===== src/rtl/iob_axi2iob_burst.sv =====
// AXI4 slave to IOb master bridge. Each AXI beat becomes one IOb access, with one
// burst in flight and one IOb request outstanding. Reserved bursts answer SLVERR without touching IOb.
module iob_axi2iob_burst #(
    parameter int ADDR_W    = 32,
    parameter int DATA_W    = 32,
    parameter int AXI_ID_W  = 1,
    parameter int AXI_LEN_W = 8
) (
    input  logic                  clk_i,
    input  logic                  arst_n_i,
    input  logic                  cke_i,
    input  logic [AXI_ID_W-1:0]   axi_awid_i,
    input  logic [ADDR_W-1:0]     axi_awaddr_i,
    input  logic [AXI_LEN_W-1:0]  axi_awlen_i,
    input  logic [2:0]            axi_awsize_i,
    input  logic [1:0]            axi_awburst_i,
    input  logic                  axi_awvalid_i,
    output logic                  axi_awready_o,
    input  logic [DATA_W-1:0]     axi_wdata_i,
    input  logic [DATA_W/8-1:0]   axi_wstrb_i,
    input  logic                  axi_wlast_i,
    input  logic                  axi_wvalid_i,
    output logic                  axi_wready_o,
    output logic [AXI_ID_W-1:0]   axi_bid_o,
    output logic [1:0]            axi_bresp_o,
    output logic                  axi_bvalid_o,
    input  logic                  axi_bready_i,
    input  logic [AXI_ID_W-1:0]   axi_arid_i,
    input  logic [ADDR_W-1:0]     axi_araddr_i,
    input  logic [AXI_LEN_W-1:0]  axi_arlen_i,
    input  logic [2:0]            axi_arsize_i,
    input  logic [1:0]            axi_arburst_i,
    input  logic                  axi_arvalid_i,
    output logic                  axi_arready_o,
    output logic [AXI_ID_W-1:0]   axi_rid_o,
    output logic [DATA_W-1:0]     axi_rdata_o,
    output logic [1:0]            axi_rresp_o,
    output logic                  axi_rlast_o,
    output logic                  axi_rvalid_o,
    input  logic                  axi_rready_i,
    output logic                  iob_avalid_o,
    output logic [ADDR_W-1:0]     iob_addr_o,
    output logic [DATA_W-1:0]     iob_wdata_o,
    output logic [DATA_W/8-1:0]   iob_wstrb_o,
    input  logic                  iob_ready_i,
    input  logic                  iob_rvalid_i,
    input  logic [DATA_W-1:0]     iob_rdata_i
);
    localparam int STRB_W = DATA_W / 8;
    localparam logic [1:0] SLVERR = 2'b10;

    typedef enum logic [2:0] {IDLE, RD_REQ, RD_WAIT, RD_RESP, WR_DATA, WR_REQ, WR_RESP} state_t;

    state_t                state_q, state_d;
    logic                  prio_wr_q, prio_wr_d;
    logic [AXI_ID_W-1:0]   id_q, id_d;
    logic [ADDR_W-1:0]     addr_q, addr_d;
    logic [AXI_LEN_W-1:0]  len_q, len_d, cnt_q, cnt_d;
    logic [2:0]            size_q, size_d;
    logic [1:0]            burst_q, burst_d;
    logic                  err_q, err_d;
    logic [DATA_W-1:0]     rdata_q, rdata_d, wdata_q, wdata_d;
    logic [STRB_W-1:0]     wstrb_q, wstrb_d;

    logic [ADDR_W-1:0]     step, mask, incr_addr, next_addr;
    logic                  last, rsvd, grant_wr, grant_rd;

    assign last = (cnt_q == len_q);
    assign rsvd = (burst_q == 2'b11);

    always_comb begin
        step      = ADDR_W'(1) << size_q;
        incr_addr = addr_q + step;
        mask      = ((ADDR_W'(len_q) + ADDR_W'(1)) << size_q) - ADDR_W'(1);
        case (burst_q)
            2'b00:   next_addr = addr_q;
            2'b10:   next_addr = (addr_q & ~mask) | (incr_addr & mask);
            default: next_addr = incr_addr;
        endcase
    end

    // Grants are gated by cke_i so a handshake is never shown while the latches are frozen.
    assign grant_wr = cke_i && axi_awvalid_i && (!axi_arvalid_i || prio_wr_q);
    assign grant_rd = cke_i && axi_arvalid_i && (!axi_awvalid_i || !prio_wr_q);

    always_comb begin
        state_d       = state_q;
        prio_wr_d     = prio_wr_q;
        id_d          = id_q;
        addr_d        = addr_q;
        len_d         = len_q;
        size_d        = size_q;
        burst_d       = burst_q;
        cnt_d         = cnt_q;
        err_d         = err_q;
        rdata_d       = rdata_q;
        wdata_d       = wdata_q;
        wstrb_d       = wstrb_q;
        axi_awready_o = 1'b0;
        axi_arready_o = 1'b0;
        axi_wready_o  = 1'b0;
        axi_bvalid_o  = 1'b0;
        axi_bresp_o   = 2'b00;
        axi_rvalid_o  = 1'b0;
        axi_rlast_o   = 1'b0;
        axi_rresp_o   = 2'b00;
        iob_avalid_o  = 1'b0;
        iob_wstrb_o   = '0;
        case (state_q)
            IDLE: begin
                axi_awready_o = grant_wr;
                axi_arready_o = grant_rd;
                if (grant_wr) begin
                    id_d    = axi_awid_i;
                    addr_d  = axi_awaddr_i;
                    len_d   = axi_awlen_i;
                    size_d  = axi_awsize_i;
                    burst_d = axi_awburst_i;
                    cnt_d   = '0;
                    err_d   = (axi_awburst_i == 2'b11);
                    state_d = WR_DATA;
                    if (axi_arvalid_i) prio_wr_d = 1'b0;
                end else if (grant_rd) begin
                    id_d    = axi_arid_i;
                    addr_d  = axi_araddr_i;
                    len_d   = axi_arlen_i;
                    size_d  = axi_arsize_i;
                    burst_d = axi_arburst_i;
                    cnt_d   = '0;
                    err_d   = (axi_arburst_i == 2'b11);
                    rdata_d = '0;
                    state_d = (axi_arburst_i == 2'b11) ? RD_RESP : RD_REQ;
                    if (axi_awvalid_i) prio_wr_d = 1'b1;
                end
            end
            RD_REQ: begin
                iob_avalid_o = 1'b1;
                if (iob_ready_i) state_d = RD_WAIT;
            end
            RD_WAIT: begin
                if (iob_rvalid_i) begin
                    rdata_d = iob_rdata_i;
                    state_d = RD_RESP;
                end
            end
            RD_RESP: begin
                axi_rvalid_o = 1'b1;
                axi_rlast_o  = last;
                axi_rresp_o  = err_q ? SLVERR : 2'b00;
                if (axi_rready_i) begin
                    if (last) begin
                        state_d = IDLE;
                    end else begin
                        addr_d  = next_addr;
                        cnt_d   = cnt_q + 1'b1;
                        state_d = rsvd ? RD_RESP : RD_REQ;
                    end
                end
            end
            WR_DATA: begin
                axi_wready_o = 1'b1;
                if (axi_wvalid_i) begin
                    wdata_d = axi_wdata_i;
                    wstrb_d = axi_wstrb_i;
                    if (axi_wlast_i != last) err_d = 1'b1;
                    if (!rsvd)     state_d = WR_REQ;
                    else if (last) state_d = WR_RESP;
                    else           cnt_d   = cnt_q + 1'b1;
                end
            end
            WR_REQ: begin
                iob_avalid_o = 1'b1;
                iob_wstrb_o  = wstrb_q;
                if (iob_ready_i) begin
                    if (last) begin
                        state_d = WR_RESP;
                    end else begin
                        addr_d  = next_addr;
                        cnt_d   = cnt_q + 1'b1;
                        state_d = WR_DATA;
                    end
                end
            end
            WR_RESP: begin
                axi_bvalid_o = 1'b1;
                axi_bresp_o  = err_q ? SLVERR : 2'b00;
                if (axi_bready_i) state_d = IDLE;
            end
            default: state_d = IDLE;
        endcase
    end

    assign axi_bid_o   = id_q;
    assign axi_rid_o   = id_q;
    assign axi_rdata_o = rdata_q;
    assign iob_addr_o  = addr_q;
    assign iob_wdata_o = wdata_q;

    always_ff @(posedge clk_i or negedge arst_n_i) begin
        if (!arst_n_i) begin
            state_q   <= IDLE;
            prio_wr_q <= 1'b1;
            id_q      <= '0;
            addr_q    <= '0;
            len_q     <= '0;
            size_q    <= '0;
            burst_q   <= '0;
            cnt_q     <= '0;
            err_q     <= 1'b0;
            rdata_q   <= '0;
            wdata_q   <= '0;
            wstrb_q   <= '0;
        end else if (cke_i) begin
            state_q   <= state_d;
            prio_wr_q <= prio_wr_d;
            id_q      <= id_d;
            addr_q    <= addr_d;
            len_q     <= len_d;
            size_q    <= size_d;
            burst_q   <= burst_d;
            cnt_q     <= cnt_d;
            err_q     <= err_d;
            rdata_q   <= rdata_d;
            wdata_q   <= wdata_d;
            wstrb_q   <= wstrb_d;
        end
    end
endmodule


===== config.mk =====
export PLATFORM = sky130hd
export DESIGN_NAME = iob_axi2iob_burst
export DESIGN_NICKNAME = d
export VERILOG_FILES = /design/src/rtl/iob_axi2iob_burst.sv
export SDC_FILE = /design/constraint.sdc
export NUM_CORES = 1
export LEC_CHECK = 0
export BUFFER_PORTS_ARGS = -buffer_cell sky130_fd_sc_hd__buf_2
export CAP_MARGIN = 20
export CORE_ASPECT_RATIO = 0.75
export CORE_MARGIN = 4
export CORE_UTILIZATION = 47
export DETAILED_ROUTE_END_ITERATION = 7
export PLACE_DENSITY_LB_ADDON = 0.1
export SLEW_MARGIN = 20
export SYNTH_ARGS = -nofsm -noshare
export SYNTH_HDL_FRONTEND = slang
export SYNTH_SLANG_ARGS = --single-unit

===== constraint.sdc =====
create_clock -name clk_i -period 3.22 [get_ports clk_i]
set_input_delay 0.644 -clock clk_i [delete_from_list [all_inputs] [get_ports clk_i]]
set_output_delay 0.644 -clock clk_i [all_outputs]
set_load 0.05 [all_outputs]

==> reports/qor.txt <==
RSZ-0062 raised after global routing = yes
post-route ant nets = 0
fin cells = 1637
Via density = 5.49
pwr dens = 1230 nW/um2
placed insts = 1594
ranking of synthesized cells by area = dfrtp_1 37%, nand2_1 9.3%, mux2_2 5.6%
Post-DP HPWL = 21100 um
Synth Flop Type = dfrtp_1
GRT Util Overall = 27.3%
# diodes = 0
GR Overflow Total = 0
Clk Tree Root Cell = clkbuf_16
mapped cell area = 8410 um2
leak pwr = 5.74 nW
max_slew headroom = 54.4%
CTS tree = built
drt pass-1 iters = 8
FMAX = 310 MHz
gr busiest metal = met1
GP Congestion = 0.934
CTS sink count = 127
clk_lat worst skew = 420 ps
failing checks = negative setup slack
CP arrival = 3570 ps
worst hold slack = 166 ps
total power = 14.4 mW
# port buffers = 281
crit path kind = flop to flop
WL/cell = 17.4 um
clk_skew = 10.3 ps
Final Util = 66.5%
Startpoint Class = flop
Slew Limit Fails = 0
Hold Vio Cnt, Final = 0
Synth top area share = 37.5%
min Tclk post-route = 3230 ps
largest net degree at the start of global routing = 50
pre-CTS WS = -186 ps
number of synthesis warnings = 0
Slew @ Worst Pin = 679 ps
FFs w/ async S/R, synth = 100%
Rows = 42
Synth Register Bits = 127
Final Setup Violations = 1
die extent in y = 124 um
ratio of cells with drive above 1 in the final layout = 39.6%
GR Util met1 = 40.6%
H-tree Lvls = 4
CP Data Required Time = 3560 ps
die width = 163 um
setup ws final = -9.62 ps
vias in the first global route = 8358
register area share after synthesis = 37.8%
critical path capture point type = flop
Die Area = 20100 um2
Vias = 8981
DRT Wirelength = 28400 um
status = finished, violations left
Hold WC Path Type = input pin to asynchronous set/reset pin
synthesized instance count = 1039
DRC viols = 0
crit path from = len_q[1]
Final period util = 100%
final net count = 1566
worst r2r src = len_q[1]
first-pass GRT wire length = 44000 um
total CTS buffers = 17
CP Max Fanout = 7
initial antenna violation count = 0
count leader, synth = nand2_1
hold_buf cts = 0
area of the core = 17600 um2
initial core utilization = 47.8%
Yosys cell types = 77
grt met2 use = 39.7%
number of flops mapped to enable cells by yosys = 0
fillers = 1572
Syn Area/Cell = 8.10 um2
GR Layer Usage met3 = 6.22%
maxcap violations = 0
Layout area overhead = 39.2%
CTS max path bufs = 2
maximum vdd drop = 535 uV
Commonest cells post-synth = 209 x nand2_1, 126 x dfrtp_1, 71 x a21oi_1
DRT iter0 DRCs = 711
clock-pin slew on the worst setup and hold paths = 60 ps
cell taking the most area after synthesis = dfrtp_1
io pins = 284
==> critical path, stage by stage (launching register included) <==
cell,delay [ps]
dfrtp_1,420
ha_4,200
and2_4,170
a221oi_2,250
a311oi_2,90
mux4_2,550
a2111oi_4,320
buf_4,200
buf_6,110
nand3_2,70
or3_4,370
a211o_1,270
a21oi_2,130
==> where the power goes <==
part           switching (mW)  leakage [nW]  internal [mW]
combinational            6.06          3.86           3.48
sequential              0.651          1.60           2.30
clock                   0.806         0.276           1.11
==> metrics by stage <==
stage / setup TNS, ps / area [um2]
2_1_floorplan: -6.91 / 8460
3_3_place_gp: -944 / 10700
4_1_cts: -17.4 / 11400
3_5_place_dp: -1320 / 10700
6_report: -9.62 / 11700
5_1_grt: -1190 / 11700
==> kinds of logic (layout without fill, tap and decap cells) <==
| family | after synthesis | after routing | synth area share [%] |
|---|---|---|---|
| buffers and inverters | 102 | 457 | 5.06 |
| and+or+nand+nor | 456 | 456 | 24.7 |
| other | 1 | 2 | 0.0446 |
| adders and majority gates | 13 | 13 | 2.02 |
| muxes | 51 | 51 | 6.84 |
| xor gates and xnor gates | 39 | 39 | 4.06 |
| AOI/OAI and AO/OA | 250 | 250 | 19.5 |
| DFF | 127 | 127 | 37.8 |
==> routing by layer <==
metal,vias to the layer above,part of all wire [%]
met3,38,8.2
met2,370,43
li1,4398,-
met4,0,2.1
met5,-,0
met1,4175,46
==> cell usage in the layout, fill, tap and decap left out, types with 9 or more instances in the layout <==
cell type,instances
a21oi_2,13
mux2_2,41
buf_4,103
nand3_1,66
and3_1,23
a21oi_1,57
o22ai_1,10
xnor2_1,28
nand2b_1,10
dfrtp_1,123
clkbuf_16,17
o21ai_0,39
buf_2,280
nor3_1,20
nor2_1,59
inv_1,25
nand4_1,13
a31oi_1,31
xor2_1,9
nand2_1,209
==> final cells by class <==
cell class	count	area [um2]	area share (%)
multi-input cells	811	5130	43.8
flip-flops and latches	127	3180	27.2
repair buffers	399	2410	20.6
clock buffers	18	439	3.75
well taps	242	303	2.59
clock inverters	14	146	1.25
inverters	26	97.6	0.833
==> final timing paths <==
kind / end / slack (ps) / depth (start not counted)
max reg2reg: flop / -10 / 12
min reg2reg: axi_rdata_o[0] / 460 / 2
min: asynchronous set/reset pin / 170 / 1
max in group asynchronous: prio_wr_q / 2160 / 2
min in group clk_i: axi_rdata_o[11] / 440 / 3
max: flop / -10 / 12
==> what timing repair did <==
item / CTS / global route
resized for setup: 14 / 61
setup buffers: 7 / 6
setup endpoints to repair: 16 / 26
pin swaps: 8 / 19
endpoints found under the hold margin: 0 / 0
No activity file was read; power rests on OpenSTA's default activity.
